`src/rtl/pll_seq_pkg.sv`:
```
// Purpose : shared types and constants for the PLL phase sequencer.
// Latency : n/a (package: state encoding, fixed counter select, parameter defaults).
// Backpressure: n/a.
package pll_seq_pkg;

    typedef enum logic [2:0] {
        IDLE    = 3'd0,
        SWITCH  = 3'd1,
        PLAN    = 3'd2,
        STEP    = 3'd3,
        WAIT_LO = 3'd4,
        WAIT_HI = 3'd5,
        DONE    = 3'd6
    } state_t;

    // Phase steps are always applied to all PLL counters at once.
    localparam logic [2:0] PHASE_CNT_SEL = 3'b000;

    localparam int SCANCLK_HALF_DEF   = 4;
    localparam int SWITCH_CYCLES_DEF  = 8;
    localparam int TIMEOUT_CYCLES_DEF = 4096;

    // Shortest path around the 256-position phase ring: diff 1..128 is
    // walked upwards, 129..255 downwards in (256 - diff) steps.
    function automatic logic [7:0] step_count(input logic [7:0] diff);
        if (diff <= 8'd128)
            return diff;
        else
            return 8'd0 - diff;
    endfunction

endpackage

```
`src/rtl/pll_scanclk_gen.sv`:
```
// Purpose : divides clk into the PLL scan clock and flags the cycle before each edge.
// Latency : first scanclk toggle half_period cycles after enable rises; drops low one cycle after enable falls.
// Backpressure: none; free-running while enable is high.
//
// Ports:
//   clk, rst_n   system clock, async active-low reset
//   enable       run the divider; low forces scanclk low and clears the count
//   half_period  clk cycles per scanclk half-period (>= 2)
//   scanclk      divided clock (registered)
//   rise_pulse   high in the clk cycle at whose end scanclk goes 0 -> 1
//   fall_pulse   high in the clk cycle at whose end scanclk goes 1 -> 0
module pll_scanclk_gen (
    input  logic       clk,
    input  logic       rst_n,
    input  logic       enable,
    input  logic [7:0] half_period,
    output logic       scanclk,
    output logic       rise_pulse,
    output logic       fall_pulse
);

    logic [7:0] cnt;
    logic       hit;

    assign hit        = enable && (cnt == (half_period - 8'd1));
    assign rise_pulse = hit && !scanclk;
    assign fall_pulse = hit && scanclk;

    always_ff @(posedge clk or negedge rst_n) begin
        if (!rst_n) begin
            cnt     <= 8'd0;
            scanclk <= 1'b0;
        end else if (!enable) begin
            cnt     <= 8'd0;
            scanclk <= 1'b0;
        end else if (hit) begin
            cnt     <= 8'd0;
            scanclk <= ~scanclk;
        end else begin
            cnt     <= cnt + 8'd1;
        end
    end

endmodule

```
`src/rtl/pll_phase_sequencer.sv`:
```
// Purpose : applies a requested PLL input-clock source and phase via clkswitch and phase-step handshakes.
// Latency : busy rises the cycle after updatepll; each step costs ~2 scanclk periods plus the PLL phasedone turnaround.
// Backpressure: none; requests arriving while busy coalesce into one pending request served from DONE.
//
// Ports:
//   clk, rst_n                 system clock, async active-low reset
//   updatepll                  one-cycle request strobe; samples pll_clk_src / pll_clk_phase
//   pll_clk_src, pll_clk_phase requested source and phase (phase modulo 256)
//   phasedone                  PLL handshake, low while a step is in progress
//   phasecounterselect         constant all-counters select
//   phaseupdown, phasestep     step direction and strobe to the PLL
//   scanclk, clkswitch         PLL scan clock and clock-switch strobe
//   cur_src, cur_phase         setting last applied to the PLL
//   busy                       sequencer not idle
//   error                      sticky phasedone timeout (only with PLL_SEQ_TIMEOUT_EN)
//
// Build option: define PLL_SEQ_TIMEOUT_EN to enable the phasedone watchdog.
module pll_phase_sequencer #(
    parameter int SCANCLK_HALF   = pll_seq_pkg::SCANCLK_HALF_DEF,
    parameter int SWITCH_CYCLES  = pll_seq_pkg::SWITCH_CYCLES_DEF,
    parameter int TIMEOUT_CYCLES = pll_seq_pkg::TIMEOUT_CYCLES_DEF
) (
    input  logic       clk,
    input  logic       rst_n,
    input  logic       updatepll,
    input  logic       pll_clk_src,
    input  logic [7:0] pll_clk_phase,
    input  logic       phasedone,
    output logic [2:0] phasecounterselect,
    output logic       phaseupdown,
    output logic       phasestep,
    output logic       scanclk,
    output logic       clkswitch,
    output logic       cur_src,
    output logic [7:0] cur_phase,
    output logic       busy,
    output logic       error
);

    import pll_seq_pkg::*;

    localparam int             SW_W    = $clog2(SWITCH_CYCLES + 1);
    localparam logic [SW_W-1:0] SW_LAST = SW_W'(SWITCH_CYCLES - 1);

    state_t          state;
    state_t          state_nxt;
    logic            tgt_src;
    logic [7:0]      tgt_phase;
    logic            pending;
    logic [7:0]      steps;
    logic [SW_W-1:0] sw_cnt;
    logic [1:0]      rise_cnt;
    logic [7:0]      diff;
    logic            req_src;
    logic            scan_en;
    logic            rise_pulse;
    logic            fall_pulse;
    logic            timeout;

    assign phasecounterselect = PHASE_CNT_SEL;
    assign diff               = tgt_phase - cur_phase;
    // In DONE a same-cycle request is served straight away, so its source
    // must be compared before it lands in tgt_src.
    assign req_src            = updatepll ? pll_clk_src : tgt_src;

    pll_scanclk_gen u_scanclk (
        .clk         (clk),
        .rst_n       (rst_n),
        .enable      (scan_en),
        .half_period (8'(SCANCLK_HALF)),
        .scanclk     (scanclk),
        .rise_pulse  (rise_pulse),
        .fall_pulse  (fall_pulse)
    );

`ifdef PLL_SEQ_TIMEOUT_EN
    localparam int             WD_W    = $clog2(TIMEOUT_CYCLES + 1);
    localparam logic [WD_W-1:0] WD_LAST = WD_W'(TIMEOUT_CYCLES - 1);

    logic [WD_W-1:0] wd_cnt;
    logic            in_wait;

    assign in_wait = (state == WAIT_LO) || (state == WAIT_HI);
    // A phasedone transition in the last allowed cycle still counts as success.
    assign timeout = in_wait && (wd_cnt == WD_LAST) &&
                     (((state == WAIT_LO) && phasedone) ||
                      ((state == WAIT_HI) && !phasedone));

    // Restarts for every step: only time spent waiting on the PLL is counted.
    always_ff @(posedge clk or negedge rst_n) begin
        if (!rst_n) begin
            wd_cnt <= '0;
            error  <= 1'b0;
        end else begin
            wd_cnt <= in_wait ? wd_cnt + 1'b1 : '0;
            if (timeout)
                error <= 1'b1;
        end
    end
`else
    assign timeout = 1'b0;
    assign error   = 1'b0;
`endif

    // State register.
    always_ff @(posedge clk or negedge rst_n) begin
        if (!rst_n)
            state <= IDLE;
        else
            state <= state_nxt;
    end

    // Next-state logic.
    always_comb begin
        state_nxt = state;
        case (state)
            IDLE: begin
                if (updatepll)
                    state_nxt = (pll_clk_src != cur_src) ? SWITCH : PLAN;
            end
            SWITCH: begin
                if (sw_cnt == SW_LAST)
                    state_nxt = PLAN;
            end
            PLAN: begin
                state_nxt = (diff == 8'd0) ? DONE : STEP;
            end
            STEP: begin
                if (fall_pulse && (rise_cnt == 2'd2))
                    state_nxt = WAIT_LO;
            end
            WAIT_LO: begin
                if (!phasedone)
                    state_nxt = WAIT_HI;
                else if (timeout)
                    state_nxt = DONE;
            end
            WAIT_HI: begin
                if (phasedone)
                    state_nxt = (steps == 8'd1) ? DONE : STEP;
                else if (timeout)
                    state_nxt = DONE;
            end
            DONE: begin
                if (pending || updatepll)
                    state_nxt = (req_src != cur_src) ? SWITCH : PLAN;
                else
                    state_nxt = IDLE;
            end
            default: state_nxt = IDLE;
        endcase
    end

    // Output decode.
    always_comb begin
        phasestep = (state == STEP);
        clkswitch = (state == SWITCH);
        busy      = (state != IDLE);
        scan_en   = (state == STEP) || (state == WAIT_LO) || (state == WAIT_HI);
    end

    // Request capture and datapath.
    always_ff @(posedge clk or negedge rst_n) begin
        if (!rst_n) begin
            tgt_src     <= 1'b0;
            tgt_phase   <= 8'd0;
            pending     <= 1'b0;
            cur_src     <= 1'b0;
            cur_phase   <= 8'd0;
            steps       <= 8'd0;
            phaseupdown <= 1'b1;
            sw_cnt      <= '0;
            rise_cnt    <= 2'd0;
        end else begin
            if (updatepll) begin
                tgt_src   <= pll_clk_src;
                tgt_phase <= pll_clk_phase;
            end

            // DONE consumes whatever is pending (including a request arriving
            // in DONE itself); a timeout throws the pending request away.
            if (timeout || (state == DONE))
                pending <= 1'b0;
            else if (updatepll && (state != IDLE))
                pending <= 1'b1;

            sw_cnt <= (state == SWITCH) ? sw_cnt + 1'b1 : '0;
            if ((state == SWITCH) && (sw_cnt == SW_LAST))
                cur_src <= ~cur_src;

            // Direction is fixed here and held for the whole step sequence.
            if ((state == PLAN) && (diff != 8'd0)) begin
                phaseupdown <= (diff <= 8'd128);
                steps       <= step_count(diff);
            end

            if (state != STEP)
                rise_cnt <= 2'd0;
            else if (rise_pulse && (rise_cnt != 2'd2))
                rise_cnt <= rise_cnt + 2'd1;

            if ((state == WAIT_HI) && phasedone) begin
                cur_phase <= phaseupdown ? cur_phase + 8'd1 : cur_phase - 8'd1;
                steps     <= steps - 8'd1;
            end
        end
    end

endmodule
```
`config.mk`:
```
export PLATFORM = sky130hd
export DESIGN_NAME = pll_phase_sequencer
export DESIGN_NICKNAME = d
export VERILOG_FILES = /design/src/rtl/pll_seq_pkg.sv /design/src/rtl/pll_scanclk_gen.sv /design/src/rtl/pll_phase_sequencer.sv
export SDC_FILE = /design/constraint.sdc
export NUM_CORES = 1
export LEC_CHECK = 0
export ABC_AREA = 0
export CAP_MARGIN = 20
export CORE_UTILIZATION = 25
export CTS_BUF_LIST = sky130_fd_sc_hd__clkbuf_4
export CTS_CLUSTER_SIZE = 28
export DETAILED_ROUTE_END_ITERATION = 16
export MAX_ROUTING_LAYER = met4
export PLACE_DENSITY = 0.43
export SLEW_MARGIN = 40
export SYNTH_ARGS = -nofsm -noshare
export SYNTH_HDL_FRONTEND = slang
export SYNTH_SLANG_ARGS = --single-unit
```
`constraint.sdc`:
```
create_clock -name clk -period 7.8 [get_ports clk]
set_clock_uncertainty 0.2 [all_clocks]
set_input_delay 1.95 -clock clk [delete_from_list [all_inputs] [get_ports clk]]
set_output_delay 1.95 -clock clk [all_outputs]
set_load 0.01 [all_outputs]
```
==> impl_metrics.csv, run 1 <==
group,metric,value,unit
outcome,result_of_the_run,"completed",
global_routing,grt_first_pass_wirelength,12800,microns
clock_tree,postCtsResizedCells,0,
setup_path,critical-path-max-stage-delay,0.58,ns
setup_path,r2r_path_start,"cur_phase[0]",
clock_tree,root_buffer,"sky130_fd_sc_hd__clkbuf_4",
timing,final_max_slew_viol_count,0,
finish,area.growth.synth_to_final,14.9,%
setup_path,critical_path_buf_inv_count,3,
route,finalWirelength,7580,microns
die,initial_core_util,26.0,%
setup_path,reg2reg_to,"state[0]",
timing,setup_tns,0,ns
die,number_of_ports_placed_on_the_die_boundary,31,
setup_path,required,5.65,ns
timing,worst-slew-pin-transition,0.721,ns
global_routing,grt_start_max_net_pins,47,
setup_path,worst_r2r_path_depth,9,
synth,ys_seq_elements,46,
finish,finish.utilization,29.8,%
die,dieArea,13100,sq um
finish,final_design_area_no_fill,3630,sq um
die,fp.dieW,114,microns
setup_path,crit_path_top_cell_by_count,"sky130_fd_sc_hd__inv_1",
clock_tree,cts.path.max_buffers,2,
synth,synth_area,3160,sq um
route,drtPass1Iterations,4,
flow_run,cap_violations,0,
setup_path,crit_end,"phasestep",
clock_tree,clk_pin_slew,0.14,ns
route,detail_route.vias_per_cell,4.66,
route,routedWlPerCell,13.9,microns
placed_design,placement.io_buffers,26,
placed_design,dp_hpwl,5640,microns
placed_design,gp_congestion,0.750,
timing,hold-worst-slack,0.271,ns
clock_tree,numCtsBuffers,5,
setup_path,r2r_slack,4.32,ns
synth,synthDistinctLibCells,55,
synth,synth.largest_area_cell,"sky130_fd_sc_hd__dfrtp_1",
setup_path,setup.worst_path.end_class,"output port",
global_routing,grt.overflow.total,0,
timing,rsz_0062_raised_after_global_routing,"false",
synth,synth_enable_flop_cells,0,
timing,fin_crit_period,4.19,ns
clock_tree,ctsHtreeMaxLevel,2,
global_routing,grt_util_all_layers,12.9,%
timing,slew_headroom,51.6,%
setup_path,start_kind,"flop",
synth,number_of_instances_in_the_synthesized_netlist,354,
clock_tree,clock_tree_from_tritoncts,"done",
setup_path,cpLargestDelayFamily,"buffers and inverters",
clock_tree,number_of_buffers_inserted_for_hold_repair_after_clock_tree_synthesis,0,
synth,netlist.area_leader.share,35.6,%
global_routing,grt_antenna_before_repair,0,
setup_path,startpoint,"state[1]",
setup_path,arrival,2.04,ns
synth,ys_warn_count,0,
synth,top_cells_by_area_in_the_synthesized_netlist,"sky130_fd_sc_hd__dfrtp_1, sky130_fd_sc_hd__ha_1, sky130_fd_sc_hd__xor2_1",
finish,drive_above_1_share,7.14,%
placed_design,placedInstanceArea,3580,sq um
timing,timing.fmax,239,MHz
synth,seq_area_frac_synth,36.5,%
clock_tree,clk_sink_count,46,
finish,nets,411,
timing,final_hold_viol_count,0,
finish,antennaDiodeCount,0,
power,leakage,0.00152,uW
die,die_ht,114,microns
power,peak_supply_drop,185,uV
min_path,hold_path_class,"flop to flop",
timing,final-setup-viol-count,0,
setup_path,cpMaxStageDelayCell,"sky130_fd_sc_hd__dfrtp_1",
clock_tree,post-cts-setup-buffer-count,0,
global_routing,first_global_vias,2540,
clock_tree,clk_latency,0.38,ns
route,remaining_drc_errors,0,
synth,share_of_synthesized_flip_flops_with_an_asynchronous_set_or_reset,100,%
synth,postSynthAreaPerCell,8.92,sq um
power,powerDensity,395,nW/um^2
min_path,worstHoldStart,"sw_cnt[0]",
power,design_power_total,1430,uW
route,drt_iter0_drc,107,
setup_path,worst-path-max-fanout,11,
setup_path,critical_path.cell_chain,"inv_1 > nor2_1 > nand2_1 > inv_1 > clkdlybuf4s50_1",
synth,synth_flop_cell,"sky130_fd_sc_hd__dfrtp_1",
setup_path,category_of_the_critical_setup_timing_path,"flop to output port",
timing,period_share,53.7,%
die,num_rows,40,
route,route.vias.total,2542,
setup_path,cp_num_cells,5,
route,ant_nets,0,
die,fp.coreArea,12200,sq um
## sequential cells by signal (all words and copies together), names as in the netlist
signal / flops
cur_src: 1
steps: 8
rise_cnt: 2
tgt_src: 1
pending: 1
cur_phase: 8
u_scanclk.cnt: 8
phaseupdown: 1
sw_cnt: 4
u_scanclk.scanclk: 1
tgt_phase: 8
state: 3
## kinds of logic (layout without fill, tap and decap cells)
group	after synthesis	after routing	share of synthesized area, %
other cells	1	4	0.119
buf+inv	35	56	4.63
flops	46	46	36.5
mux	10	10	3.45
fa+ha+maj	21	21	8.79
xor+xnor	33	33	9.15
simple gates	118	118	18.1
compound gates	90	90	19.3
## layer usage
layer  share of wire, %  track usage [%]  wire length, microns
met5                  0                -                     0
met2                 47             20.7                  3540
met3                2.5             2.75                   189
met4               0.90             3.12                    68
met1                 50             16.5                  3780
## placed cells by master (no fill, tap or decap), types with 5 or more instances in the layout
cell type / count
sky130_fd_sc_hd__xnor2_1: 16
sky130_fd_sc_hd__o211ai_1: 9
sky130_fd_sc_hd__inv_1: 20
sky130_fd_sc_hd__ha_1: 19
sky130_fd_sc_hd__or3_1: 5
sky130_fd_sc_hd__and3_1: 7
sky130_fd_sc_hd__mux2_2: 7
sky130_fd_sc_hd__clkbuf_4: 6
sky130_fd_sc_hd__dfrtp_1: 45
sky130_fd_sc_hd__a21o_1: 5
sky130_fd_sc_hd__nand3_1: 10
sky130_fd_sc_hd__a21oi_1: 25
sky130_fd_sc_hd__xor2_1: 17
sky130_fd_sc_hd__o21ai_0: 20
sky130_fd_sc_hd__clkdlybuf4s50_1: 25
sky130_fd_sc_hd__nand2_1: 29
sky130_fd_sc_hd__nor3_1: 9
sky130_fd_sc_hd__nor2_1: 39
## synth_stat cells, types with 3 or more instances
cell type                   n
sky130_fd_sc_hd__nor3_1     9
sky130_fd_sc_hd__nor4_1     3
sky130_fd_sc_hd__dfrtp_1   45
sky130_fd_sc_hd__xor2_1    17
sky130_fd_sc_hd__and3_1     7
sky130_fd_sc_hd__clkbuf_1   9
sky130_fd_sc_hd__a211oi_1   4
sky130_fd_sc_hd__ha_1      19
sky130_fd_sc_hd__xnor2_1   16
sky130_fd_sc_hd__inv_1     20
sky130_fd_sc_hd__a21o_1     5
sky130_fd_sc_hd__nand3_1   10
sky130_fd_sc_hd__a21oi_1   25
sky130_fd_sc_hd__nand2_1   29
sky130_fd_sc_hd__nor2_1    39
sky130_fd_sc_hd__o21ai_0   20
sky130_fd_sc_hd__or3_1      5
sky130_fd_sc_hd__o211ai_1   9
sky130_fd_sc_hd__nor4b_1    3
sky130_fd_sc_hd__mux2i_1    3
sky130_fd_sc_hd__o22ai_1    3
sky130_fd_sc_hd__o21ai_1    3
sky130_fd_sc_hd__buf_4      4
sky130_fd_sc_hd__mux2_2     7
sky130_fd_sc_hd__nand2b_1   4
## worst min-delay path by stage
stage	end	cells after the start
after global routing	sw_cnt[0]	1
after global placement	sw_cnt[0]	1
after floorplan	sw_cnt[0]	1
final	sw_cnt[0]	1
after CTS	sw_cnt[0]	1
after detailed placement	sw_cnt[0]	1
## worst register-to-register path, delay by kind of cell, from the launching register on
family	cells	cell delay [ns]
AOI/OAI and AO/OA	5	1.72
adders and majority gates	2	0.70
DFF	1	0.49
and+or+nand+nor	2	0.28
## stage by stage
step,instances,setup slack [ns]
global placement,538,3.43
finish,546,3.61
global route,546,3.42
floorplan,357,4.54
CTS,546,3.59
detailed placement,538,3.37
## final cells by class
cell class / count / area (sq um)
flip-flops and latches: 46 / 1150
repair buffers: 27 / 263
fillers: 1308 / 8530
clock buffers: 6 / 45.0
well taps: 168 / 210
inverters: 21 / 78.8
multi-input cells: 276 / 1870
clock inverters: 2 / 8.76
## report_power, final
part	internal (uW)	total [uW]	switching, uW
logic	388	910	522
clock network	37.5	118	80.8
registers	307	404	97.6
total	732	1430	700
Power figures use the tool's default switching activity.
==> run 2: changes to the inputs <==
- PLACE_DENSITY: 0.43 -> 0.45
- clock period: 7.8 -> 3.5 ns (I/O delays scaled with it)
==> run 2 against run 1 <==
Combinational power increased by 130%. Clock-buffer cell count unchanged. Sequential cell count unchanged. Sequential power increased by 120%. Register-to-register slack got worse by 4.1 ns. Highest routed layer unchanged. Critical endpoint is now state[0]. Design area increased by 1.2%. Power increased by 130%. Critical path depth increased by 4. Global-route usage about the same. Worst hold slack got worse by 0.041 ns. Sequential share of layout area decreased by 0.37 points.
==> impl_metrics.csv, run 2 (synthesis results as in run 1) <==
group,metric,value,unit
placed_design,placedInstanceArea,3610,sq um
placed_design,gp_congestion,0.811,
clock_tree,clock_tree_from_tritoncts,"done",
finish,area.growth.synth_to_final,16.2,%
clock_tree,postCtsResizedCells,0,
power,peak_supply_drop,403,uV
global_routing,gr-usage-met3,2.70,%
setup_path,start_kind,"flop",
power,p_int,1670,uW
clock_tree,ctsHtreeMaxLevel,2,
global_routing,grt_antenna_before_repair,0,
route,routedWlPerCell,13.8,microns
die,fp.coreArea,12200,sq um
timing,slew_headroom,57.6,%
timing,final.setup.worst_slack,0.269,ns
timing,period_share,92.3,%
timing,rsz_0062_raised_after_global_routing,"false",
setup_path,setup.worst_path.end_class,"flop",
timing,final_hold_viol_count,0,
timing,worst-slew-pin-transition,0.631,ns
min_path,hold_path_class,"input port to asynchronous set/reset pin",
power,power_frac_comb,63.8,%
route,drtPass1Iterations,4,
clock_tree,clk_pin_slew,0.15,ns
die,die_ht,114,microns
route,drt_iter0_drc,113,
setup_path,category_of_the_critical_setup_timing_path,"flop to flop",
clock_tree,cts.path.max_buffers,2,
global_routing,gr-usage-met2,20.6,%
global_routing,grt_start_max_net_pins,27,
die,initial_core_util,26.0,%
clock_tree,clk_latency,0.38,ns
die,dieArea,13100,sq um
finish,layout.cells.most_common,"sky130_fd_sc_hd__dfrtp_1",
power,clkPwrFrac,8.5,%
flow_run,cap_violations,0,
timing,timing.fmax,309,MHz
timing,fin_crit_period,3.23,ns
die,num_rows,40,
global_routing,grt.overflow.total,0,
global_routing,top_usage_layer,"met2",
timing,setup_tns,0,ns
setup_path,arrival,3.31,ns
power,seq_power_share,27.6,%
clock_tree,post-cts-setup-buffer-count,0,
global_routing,grt_first_pass_wirelength,13000,microns
placed_design,placement.setup.worst_slack,0.285,ns
setup_path,worst-path-max-fanout,8,
finish,multiInputGateArea,1870,sq um
finish,most-common-layout-cells,"sky130_fd_sc_hd__dfrtp_1, sky130_fd_sc_hd__nor2_1, sky130_fd_sc_hd__nand2_1, sky130_fd_sc_hd__a21oi_1, sky130_fd_sc_hd__clkdlybuf4s50_1",
outcome,result_of_the_run,"completed",
route,route.vias.total,2591,
die,fp.dieW,114,microns
finish,final_design_area_no_fill,3670,sq um
timing,final_max_slew_viol_count,0,
power,power.share.switching,48.6,%
power,powerDensity,887,nW/um^2
power,switching_pwr,1580,uW
clock_tree,numCtsBuffers,5,
clock_tree,root_buffer,"sky130_fd_sc_hd__clkbuf_4",
power,leakage,0.00155,uW
route,finalWirelength,7610,microns
route,ant_nets,0,
finish,num-fill-cells,1317,
finish,antennaDiodeCount,0,
die,number_of_ports_placed_on_the_die_boundary,31,
placed_design,dp_hpwl,5690,microns
route,detail_route.vias_per_cell,4.70,
placed_design,placement.io_buffers,26,
finish,sequential_cell_area,1150,sq um
setup_path,required,3.58,ns
route,remaining_drc_errors,0,
global_routing,grt_util_all_layers,12.9,%
global_routing,first_global_vias,2639,
finish,finish.utilization,30.2,%
clock_tree,clk_sink_count,46,
timing,final-setup-viol-count,0,
finish,nets,416,
finish,drive_above_1_share,8.62,%
clock_tree,number_of_buffers_inserted_for_hold_repair_after_clock_tree_synthesis,0,
global_routing,grt.met1_usage,16.5,%
==> run 2: cell types whose count changed in the layout (fill, tap and decap cells not counted) <==
| cell | delta |
|---|---|
| sky130_fd_sc_hd__buf_4 | +5 |
| sky130_fd_sc_hd__clkinv_1 | -1 |
| sky130_fd_sc_hd__clkinv_4 | +1 |
==> run 2: path summary, 6_finish.rpt <==
path | startpoint | to | slack (ns) | depth (start not counted)
setup / recovery | cur_phase[0] | state[0] | 0.27 | 9
min in group clk | sw_cnt[0] | sw_cnt[0] | 0.27 | 1
setup reg to reg | cur_phase[0] | state[0] | 0.27 | 9
max in group asynchronous | rst_n | tgt_phase[3] | 2.12 | 2
hold reg to reg | sw_cnt[0] | sw_cnt[0] | 0.27 | 1
hold / removal | rst_n | rise_cnt[1] | 0.23 | 1
==> run 2: layout make-up <==
cell class / count / share of cell area (%)
multi-input combinational: 276 / 51.0
sequential: 46 / 31.4
timing repair buffer: 32 / 8.18
tap: 168 / 5.72
inverter: 21 / 2.15
clock buffer: 6 / 1.23
clock inverter: 2 / 0.375
==> run 2: routing by layer <==
layer / routed length, microns / vias to the layer above
li1: - / 1303
met1: 3840 / 1236
met2: 3480 / 48
met3: 249 / 4
met4: 45 / 0
met5: 0 / -
==> run 2: through the flow <==
stage / total power [uW] / hold WS [ns] / std cells
3_3_place_gp: 2980 / 0.254 / 543
4_1_cts: 3290 / 0.230 / 551
2_1_floorplan: 2380 / 0.233 / 357
6_report: 3260 / 0.231 / 551
3_5_place_dp: 2990 / 0.253 / 543
5_1_grt: 3560 / 0.234 / 551
==> run 2: critical path: stages, from the launching register on <==
cell and delay [ns]:
sky130_fd_sc_hd__dfrtp_1 0.47, sky130_fd_sc_hd__ha_1 0.25, sky130_fd_sc_hd__fa_1 0.44, sky130_fd_sc_hd__nand2b_1 0.19, sky130_fd_sc_hd__a21oi_1 0.16, sky130_fd_sc_hd__xor2_1 0.15
sky130_fd_sc_hd__a2111oi_4 0.51, sky130_fd_sc_hd__a41oi_2 0.34, sky130_fd_sc_hd__a2111oi_2 0.36, sky130_fd_sc_hd__a21oi_1 0.06
==> run 2: power by group through the flow <==
stage | Combinational [uW] | Clock [uW] | Sequential, uW
floorplan | 1540 | 0 | 837
global placement | 2070 | 0 | 909
detailed placement | 2080 | 0 | 909
CTS | 2090 | 303 | 898
global route | 2310 | 322 | 932
finish | 2080 | 278 | 899
